===== config.mk =====
export PLATFORM = sky130hd
export DESIGN_NAME = spi_frame_slave
export DESIGN_NICKNAME = d
export VERILOG_FILES = /design/src/rtl/spi_frame_slave.sv
export SDC_FILE = /design/constraint.sdc
export NUM_CORES = 1
export LEC_CHECK = 0
export ABC_AREA = 0
export CORE_UTILIZATION = 61
export DETAILED_ROUTE_END_ITERATION = 6
export DONT_BUFFER_PORTS = 1
export GPL_TIMING_DRIVEN = 0
export PLACE_DENSITY = 0.73
export SYNTH_ARGS = -nofsm -noshare
export SYNTH_HDL_FRONTEND = slang
export SYNTH_SLANG_ARGS = --single-unit

===== constraint.sdc =====
create_clock -name clk -period 2.2 [get_ports clk]
set_clock_uncertainty 0.15 [all_clocks]
set_input_delay 0.44 -clock clk [delete_from_list [all_inputs] [get_ports clk]]
set_output_delay 0.44 -clock clk [all_outputs]
set_load 0.01 [all_outputs]

===== src/rtl/spi_frame_slave.sv =====
// SPI mode-0 slave framing: assembles MSB-first bytes from synchronized SCK/CS strobes,
// decodes a command/address byte and issues auto-incrementing register writes.
// Define SPI_FRAME_READBACK_EN to enable register readback on MISO.
module spi_frame_slave #(
    parameter int ADDR_W = 7
) (
    input  logic              clk,
    input  logic              rst,
    input  logic              sck_r,
    input  logic              sck_f,
    input  logic              cs_r,
    input  logic              cs_f,
    input  logic              cs_sync,
    input  logic              mosi,
    output logic              miso,
    output logic              wr_en,
    output logic [ADDR_W-1:0] wr_addr,
    output logic [7:0]        wr_data,
    output logic              rd_en,
    output logic [ADDR_W-1:0] rd_addr,
    input  logic [7:0]        rd_data,
    output logic              busy
);

    typedef enum logic [1:0] {
        IDLE = 2'd0,
        ADDR = 2'd1,
        DATA = 2'd2
    } state_t;

    state_t            state;
    state_t            state_nx;
    logic              mosi_m;
    logic              mosi_s;
    logic [2:0]        bit_cnt;
    logic [7:0]        rx_sr;
    logic [ADDR_W-1:0] addr;
    logic              rw;

    logic              active;
    logic              sck_rise;
    logic              sck_fall;
    logic              byte_done;
    logic [7:0]        rx_byte;
    logic [ADDR_W-1:0] addr_inc;

    // CS edges take priority over any SCK strobe arriving in the same cycle.
    assign active    = (state != IDLE) && !cs_sync && !cs_r && !cs_f;
    assign sck_rise  = active && sck_r;
    assign sck_fall  = active && sck_f;
    assign byte_done = sck_rise && (bit_cnt == 3'd7);
    assign rx_byte   = {rx_sr[6:0], mosi_s};
    assign addr_inc  = addr + ADDR_W'(1);
    assign busy      = (state != IDLE);

    always_ff @(posedge clk) begin
        if (rst) begin
            mosi_m <= 1'b0;
            mosi_s <= 1'b0;
        end else begin
            mosi_m <= mosi;
            mosi_s <= mosi_m;
        end
    end

    always_ff @(posedge clk) begin
        if (rst) state <= IDLE;
        else     state <= state_nx;
    end

    always_comb begin
        state_nx = state;
        if (cs_r)                             state_nx = IDLE;
        else if (cs_f)                        state_nx = ADDR;
        else if (state == ADDR && byte_done)  state_nx = DATA;
    end

    always_ff @(posedge clk) begin
        if (rst) begin
            bit_cnt <= 3'd0;
            rx_sr   <= 8'd0;
            addr    <= '0;
            rw      <= 1'b0;
            wr_en   <= 1'b0;
            wr_addr <= '0;
            wr_data <= 8'd0;
        end else begin
            wr_en <= 1'b0;
            if (cs_f && !cs_r) begin
                bit_cnt <= 3'd0;
                rx_sr   <= 8'd0;
            end else if (sck_rise) begin
                rx_sr   <= rx_byte;
                bit_cnt <= bit_cnt + 3'd1;
                if (byte_done) begin
                    if (state == ADDR) begin
                        rw   <= rx_byte[7];
                        addr <= rx_byte[ADDR_W-1:0];
                    end else begin
                        addr <= addr_inc;
                        if (!rw) begin
                            wr_en   <= 1'b1;
                            wr_addr <= addr;
                            wr_data <= rx_byte;
                        end
                    end
                end
            end
        end
    end

`ifdef SPI_FRAME_READBACK_EN
    logic [7:0] tx_sr;

    // The byte for the next read slot is loaded on the first falling edge of that slot.
    always_ff @(posedge clk) begin
        if (rst) begin
            tx_sr   <= 8'd0;
            rd_en   <= 1'b0;
            rd_addr <= '0;
        end else begin
            rd_en <= 1'b0;
            if (cs_f && !cs_r) begin
                tx_sr <= 8'd0;
            end else if (sck_fall) begin
                if (state == DATA && rw && bit_cnt == 3'd0) begin
                    tx_sr <= rd_data;
                    rd_en <= 1'b1;
                end else begin
                    tx_sr <= {tx_sr[6:0], 1'b0};
                end
            end
            if (byte_done) begin
                if (state == ADDR)  rd_addr <= rx_byte[ADDR_W-1:0];
                else if (rw)        rd_addr <= addr_inc;
            end
        end
    end

    assign miso = tx_sr[7];
`else
    logic unused_rd;
    assign unused_rd = ^{rd_data, sck_fall};
    assign miso      = 1'b0;
    assign rd_en     = 1'b0;
    assign rd_addr   = '0;
`endif

endmodule


# --- Yosys cells after proc, flatten, opt, wreduce, memory -nomap -nowiden ---
# Index checks and enable logic that the tools add are counted.
word_totals:
  wordCells: 43
  out_inout_bits: 26
  inputBits: 16
  ff_bits: 38
op_classes:
  reduce_logical: 19
  muxes: 4
  eq_ne: 2
  n_bitwise: 5
  add_sub_neg: 2
op_table:
  columns: ["cell", "n"]
  rows:
  - ["adder 7 x 1 -> 7 bit (second input constant)", 1]
  - ["logical AND 1 bit", 7]
  - ["2-to-1 mux 7 bit", 1]
  - ["NOT 1 bit", 5]
  - ["AND reduction 5 bit", 1]
  - ["OR reduction 5 bit", 1]
  - ["AND reduction 4 bit", 1]
  - ["nonzero test 2 bit", 2]
  - ["OR reduction 2 bit", 2]
  - ["adder 3 x 1 -> 3 bit (second input constant)", 1]
  - ["== test 3 bit (second input constant)", 1]
  - ["logical NOT 1 bit", 3]
  - ["2-to-1 mux 1 bit", 3]
  - ["AND reduction 3 bit", 1]
  - ["OR reduction 3 bit", 1]
  - ["== test 2 x 1 -> 1 bit (second input constant)", 1]

# --- Logic depth before layout (Yosys ltp) ---
logic_depth:
  word_depth: 9
  mapped_depth: 6
  mapped_depth_nobuf: 5

# --- Worst setup path before layout ---
# Ideal clock, no wire load.
synth_timing:
  kind: "input port to flip-flop"
  start: "input cs_f"
  end: "register wr_data[3]"
  t_arrival_ps: 1505
  cell_stages: 5
  path_slack_ps: 418
  setup_time_ps: 128
  n_path_buf: 1
  cell_sequence: "nor4b_4 nand4_4 buf_6 mux2i_1 nor2_1"
synth_via:
  elab_chain_cells: 5
  word_cells_on_any_way: 7
synth_lines:
  columns: ["item", "line", "rtl"]
  rows:
  - ["start, declared", "12", "input logic cs_f,"]
  - ["logical NOT 1 bit", "48", "assign active = (state != IDLE) && !cs_sync && !cs_r && !cs_f;"]
  - ["logical AND 1 bit", "48", null]
  - ["logical AND 1 bit", "49", "assign sck_rise = active && sck_r;"]
  - ["logical AND 1 bit", "51", "assign byte_done = sck_rise && (bit_cnt == 3'd7);"]
  - ["AND reduction 5 bit (no line) (*)", null, null]
  - ["end signal, assigned", "104", "wr_data <= rx_byte;"]
  - ["end, declared", "18", "output logic [7:0] wr_data,"]
# Every way passes the cells marked *; elsewhere a longest branch is shown, timed or not.
# A chain may end at the register's enable or synchronous reset.

# --- Final worst setup path ---
layout_timing:
  start: "register bit_cnt[0]"
  end: "register state[1]"
layout_via:
  elab_chain_cells: 3
layout_lines:
  columns: ["item", "line", "rtl"]
  rows:
  - ["start, declared", "35", "logic [2:0] bit_cnt;"]
  - ["start signal, assigned", "94", "bit_cnt <= bit_cnt + 3'd1;"]
  - ["== test 3 bit", "51", null]
  - ["logical AND 1 bit", "51", null]
  - ["logical AND 1 bit", "75", "else if (state == ADDR && byte_done) state_nx = DATA;"]
  - ["end signal, assigned", "68", "else state <= state_nx;"]
  - ["end, declared", "31", "state_t state;"]
# Every way passes these cells.

==> results.json <==
{
  "drc": 0,
  "crit_start": "bit_cnt[0]",
  "timing.max_cap.violations": 0,
  "timing_worst_slew_pin_value_ns": 0.526,
  "vias_in_the_first_global_route": 1056,
  "outcome": "finished, final reports clean",
  "timing.critical_path.from_type": "register",
  "cp.buffers_inverters": 1,
  "path_cells": "ha_1 -> ha_1 -> and2_1 -> a21oi_1 -> nor4_1 -> dlygate4sd3_1",
  "fin_setup_tns_ns": 0,
  "rsz0062_at_grt": "false",
  "design.portCount": 42,
  "syn_area_sq_um": 1630,
  "number_of_synthesized_flops_with_an_enable_pin": 0,
  "worst_hold_path_type": "in -> reg",
  "multiInputGateArea_sq_um": 783,
  "achievable-frequency_mhz": 486,
  "synth-warning-count": 0,
  "grtUsageTotal": 0.248,
  "worst_path_most_repeated_cell": "ha_1",
  "post-dp-hpwl_um": 2220,
  "grt_antenna_before_repair": 0,
  "insertedDiodeCount": 0,
  "cts_root_buf": "clkbuf_4",
  "synth_area_leader_cell": "dfxtp_1",
  "drive_gt1_frac": 0.112,
  "final_stage_net_count": 215,
  "tritoncts": "yes",
  "most_frequent_cell_after_synthesis": "dfxtp_1",
  "max_slew_margin": 0.648,
  "power-per-cell-area_nw_per_um2": 629,
  "cts.clk_slew.worst_paths_ns": 0.11,
  "clock_latency_ns": 0.35,
  "grt_start_max_net_pins": 12,
  "synth_largest_type_area_fraction": 0.467,
  "fin_crit_sh": 0.936,
  "drv_slew": 0,
  "report.final.hold_viol_count": 0,
  "seqCellArea_sq_um": 761,
  "die_width_um": 53.7,
  "synth_seq_area_share": 0.467,
  "global_route_wire_length_before_repair_um": 4850,
  "worst-endpoint-required_ns": 2.35,
  "via_to_cell_ratio": 5.48,
  "setup_viol": 0,
  "start_util": 0.652,
  "kind_of_critical_path": "reg -> reg",
  "synth.lib_cells_used.distinct": 32,
  "p_leak_nw": 0.801,
  "floorplan.die_area_sq_um": 2880,
  "cts_htree_levels": 2,
  "r2r-start": "bit_cnt[0]",
  "core_region_area_sq_um": 2500,
  "timing.critical_path.slowest_cell_delay_ns": 0.58,
  "period_needed_ns": 2.06,
  "cts-buffers-inserted": 5,
  "routed_wirelength_um": 3080,
  "avgRoutedWirePerCell_um": 13.6,
  "synth.cells.most_frequent": "dfxtp_1 (38), nor2_1 (25), nand2_1 (21), mux2i_1 (20), a21oi_1 (15)",
  "power.ir.vdd_worst_mv": 0.549,
  "vias": 1243,
  "final_antenna_net_count": 0,
  "fillCellCount": 210,
  "synthTopCellsByArea": "dfxtp_1 (47%), mux2i_1 (12%), nor2_1 (5.8%), nand2_1 (4.8%), a21oi_1 (4.6%)",
  "area.growth.synth_to_final_pct": 9.68,
  "die_height_um": 53.7,
  "syn_avg_cell_area_sq_um": 9.15,
  "clockBufferDepth": 2,
  "postSynthCellCount": 178,
  "top_flip_flop_cell_by_instance_count_after_synthesis": "dfxtp_1",
  "critPathSlowestCell": "dlygate4sd3_1",
  "detail_route.first_pass.iterations": 5,
  "gp_congestion": 0.831,
  "hold_start": "mosi",
  "critPathMaxFanout": 7,
  "fin_util": 0.715,
  "numClockSinks": 38,
  "drt_iter0_markers": 31,
  "ctsResizeCount": 0,
  "globalRoute.totalOverflow": 0,
  "ys_seq_elements": 38,
  "ys_async_sr_fraction": 0,
  "critical_path_arrival_ns": 2.21,
  "floorplan.rows": 18,
  "setup.worst_path.end_class": "register",
  "timing.critical_path.max_delay_family": "buffers and inverters",
  "portBuffers": 0
}
==> cells by family (layout without fill, tap and decap cells) <==
kind of cell	after synthesis	after routing	synth area share
adder cells (fa/ha/maj)	3	3	0.0230
flip-flops	38	38	0.467
XOR/XNOR	1	1	0.00538
buffers and inverters	19	30	0.0707
AND/OR/NAND/NOR	70	70	0.213
AO/OA/AOI/OAI	26	26	0.0960
multiplexers	20	20	0.123
other	1	9	0.00230
==> layer usage <==
layer	global-route usage	vias to the layer above	part of all wire
li1	-	626	-
met1	0.296	581	0.45
met2	0.385	31	0.48
met3	0.0960	5	0.049
met4	0.123	0	0.018
met5	0	-	0
==> path summary, 6_finish.rpt <==
path	depth (start not counted)	slack, ns	endpoint
setup / recovery	6	0.14	state[1]
hold / removal	1	0.08	mosi_m
setup reg to reg	6	0.14	state[1]
hold reg to reg	1	0.32	mosi_s
==> cell usage in the layout, fill, tap and decap left out <==
| cell type | synthesis | routed |
|---|---|---|
| a22oi_1 | 1 | 1 |
| and2_1 | 3 | 3 |
| buf_6 | 1 | 1 |
| o31ai_1 | 2 | 2 |
| conb_1 | 1 | 9 |
| clkbuf_1 | 5 | 6 |
| clkbuf_8 | 0 | 1 |
| nor4b_4 | 1 | 1 |
| nor4_1 | 1 | 1 |
| a211oi_1 | 1 | 1 |
| xnor2_1 | 1 | 1 |
| nand2b_1 | 1 | 1 |
| nor2b_1 | 5 | 5 |
| or2_2 | 1 | 1 |
| dfxtp_1 | 38 | 38 |
| clkbuf_4 | 0 | 5 |
| nand4_4 | 1 | 1 |
| nor3b_1 | 1 | 1 |
| inv_1 | 2 | 2 |
| o21ai_0 | 2 | 2 |
| a21oi_1 | 15 | 15 |
| and3_1 | 2 | 2 |
| mux2i_1 | 20 | 20 |
| clkbuf_2 | 1 | 1 |
| o221ai_1 | 2 | 2 |
| o211ai_1 | 2 | 2 |
| buf_2 | 1 | 1 |
| clkinv_2 | 0 | 1 |
| nor2_1 | 25 | 25 |
| nand3_1 | 7 | 7 |
| nand2_1 | 21 | 21 |
| ha_1 | 3 | 3 |
| nor3_1 | 1 | 1 |
| a2111oi_0 | 1 | 1 |
| dlygate4sd3_1 | 0 | 3 |
| buf_4 | 9 | 9 |
==> per-stage QoR <==
step	cells	setup slack, ns	hold slack (ns)	instance area [sq um]	total power, W
global route	227	0.0154	0.0587	1790	0.00117
detailed placement	216	0.211	0.308	1700	0.000757
floorplan	186	0.418	0.264	1660	0.000750
global placement	216	0.258	0.273	1700	0.000756
finish	227	0.142	0.0808	1790	0.00112
CTS	227	0.175	0.0754	1790	0.00113
==> registers in the layout (all words and copies together), names as in the netlist <==
signal / cells
wr_en: 1
bit_cnt: 3
wr_addr: 7
wr_data: 8
mosi_s: 1
state: 2
rw: 1
mosi_m: 1
rx_sr: 7
addr: 7
==> what timing repair did <==
item	CTS	global route
setup endpoints to repair	0	0
hold endpoints to repair	2	0
hold buffers	3	0
buffers inserted	0	0
==> power by group <==
| group | total [W] | switching (W) | internal, W |
|---|---|---|---|
| sequential | 0.000692 | 0.00000194 | 0.000690 |
| clock | 0.000378 | 0.000223 | 0.000155 |
| combinational | 0.0000535 | 0.0000324 | 0.0000211 |
==> layout make-up <==
class	instances	share of cell area
multi-input combinational	129	0.438
sequential	38	0.426
buffer	17	0.0602
clock buffer	7	0.0308
tap	30	0.0210
timing repair buffer	3	0.0168
inverter	2	0.00420
clock inverter	1	0.00280
No activity file was read; power rests on OpenSTA's default activity.
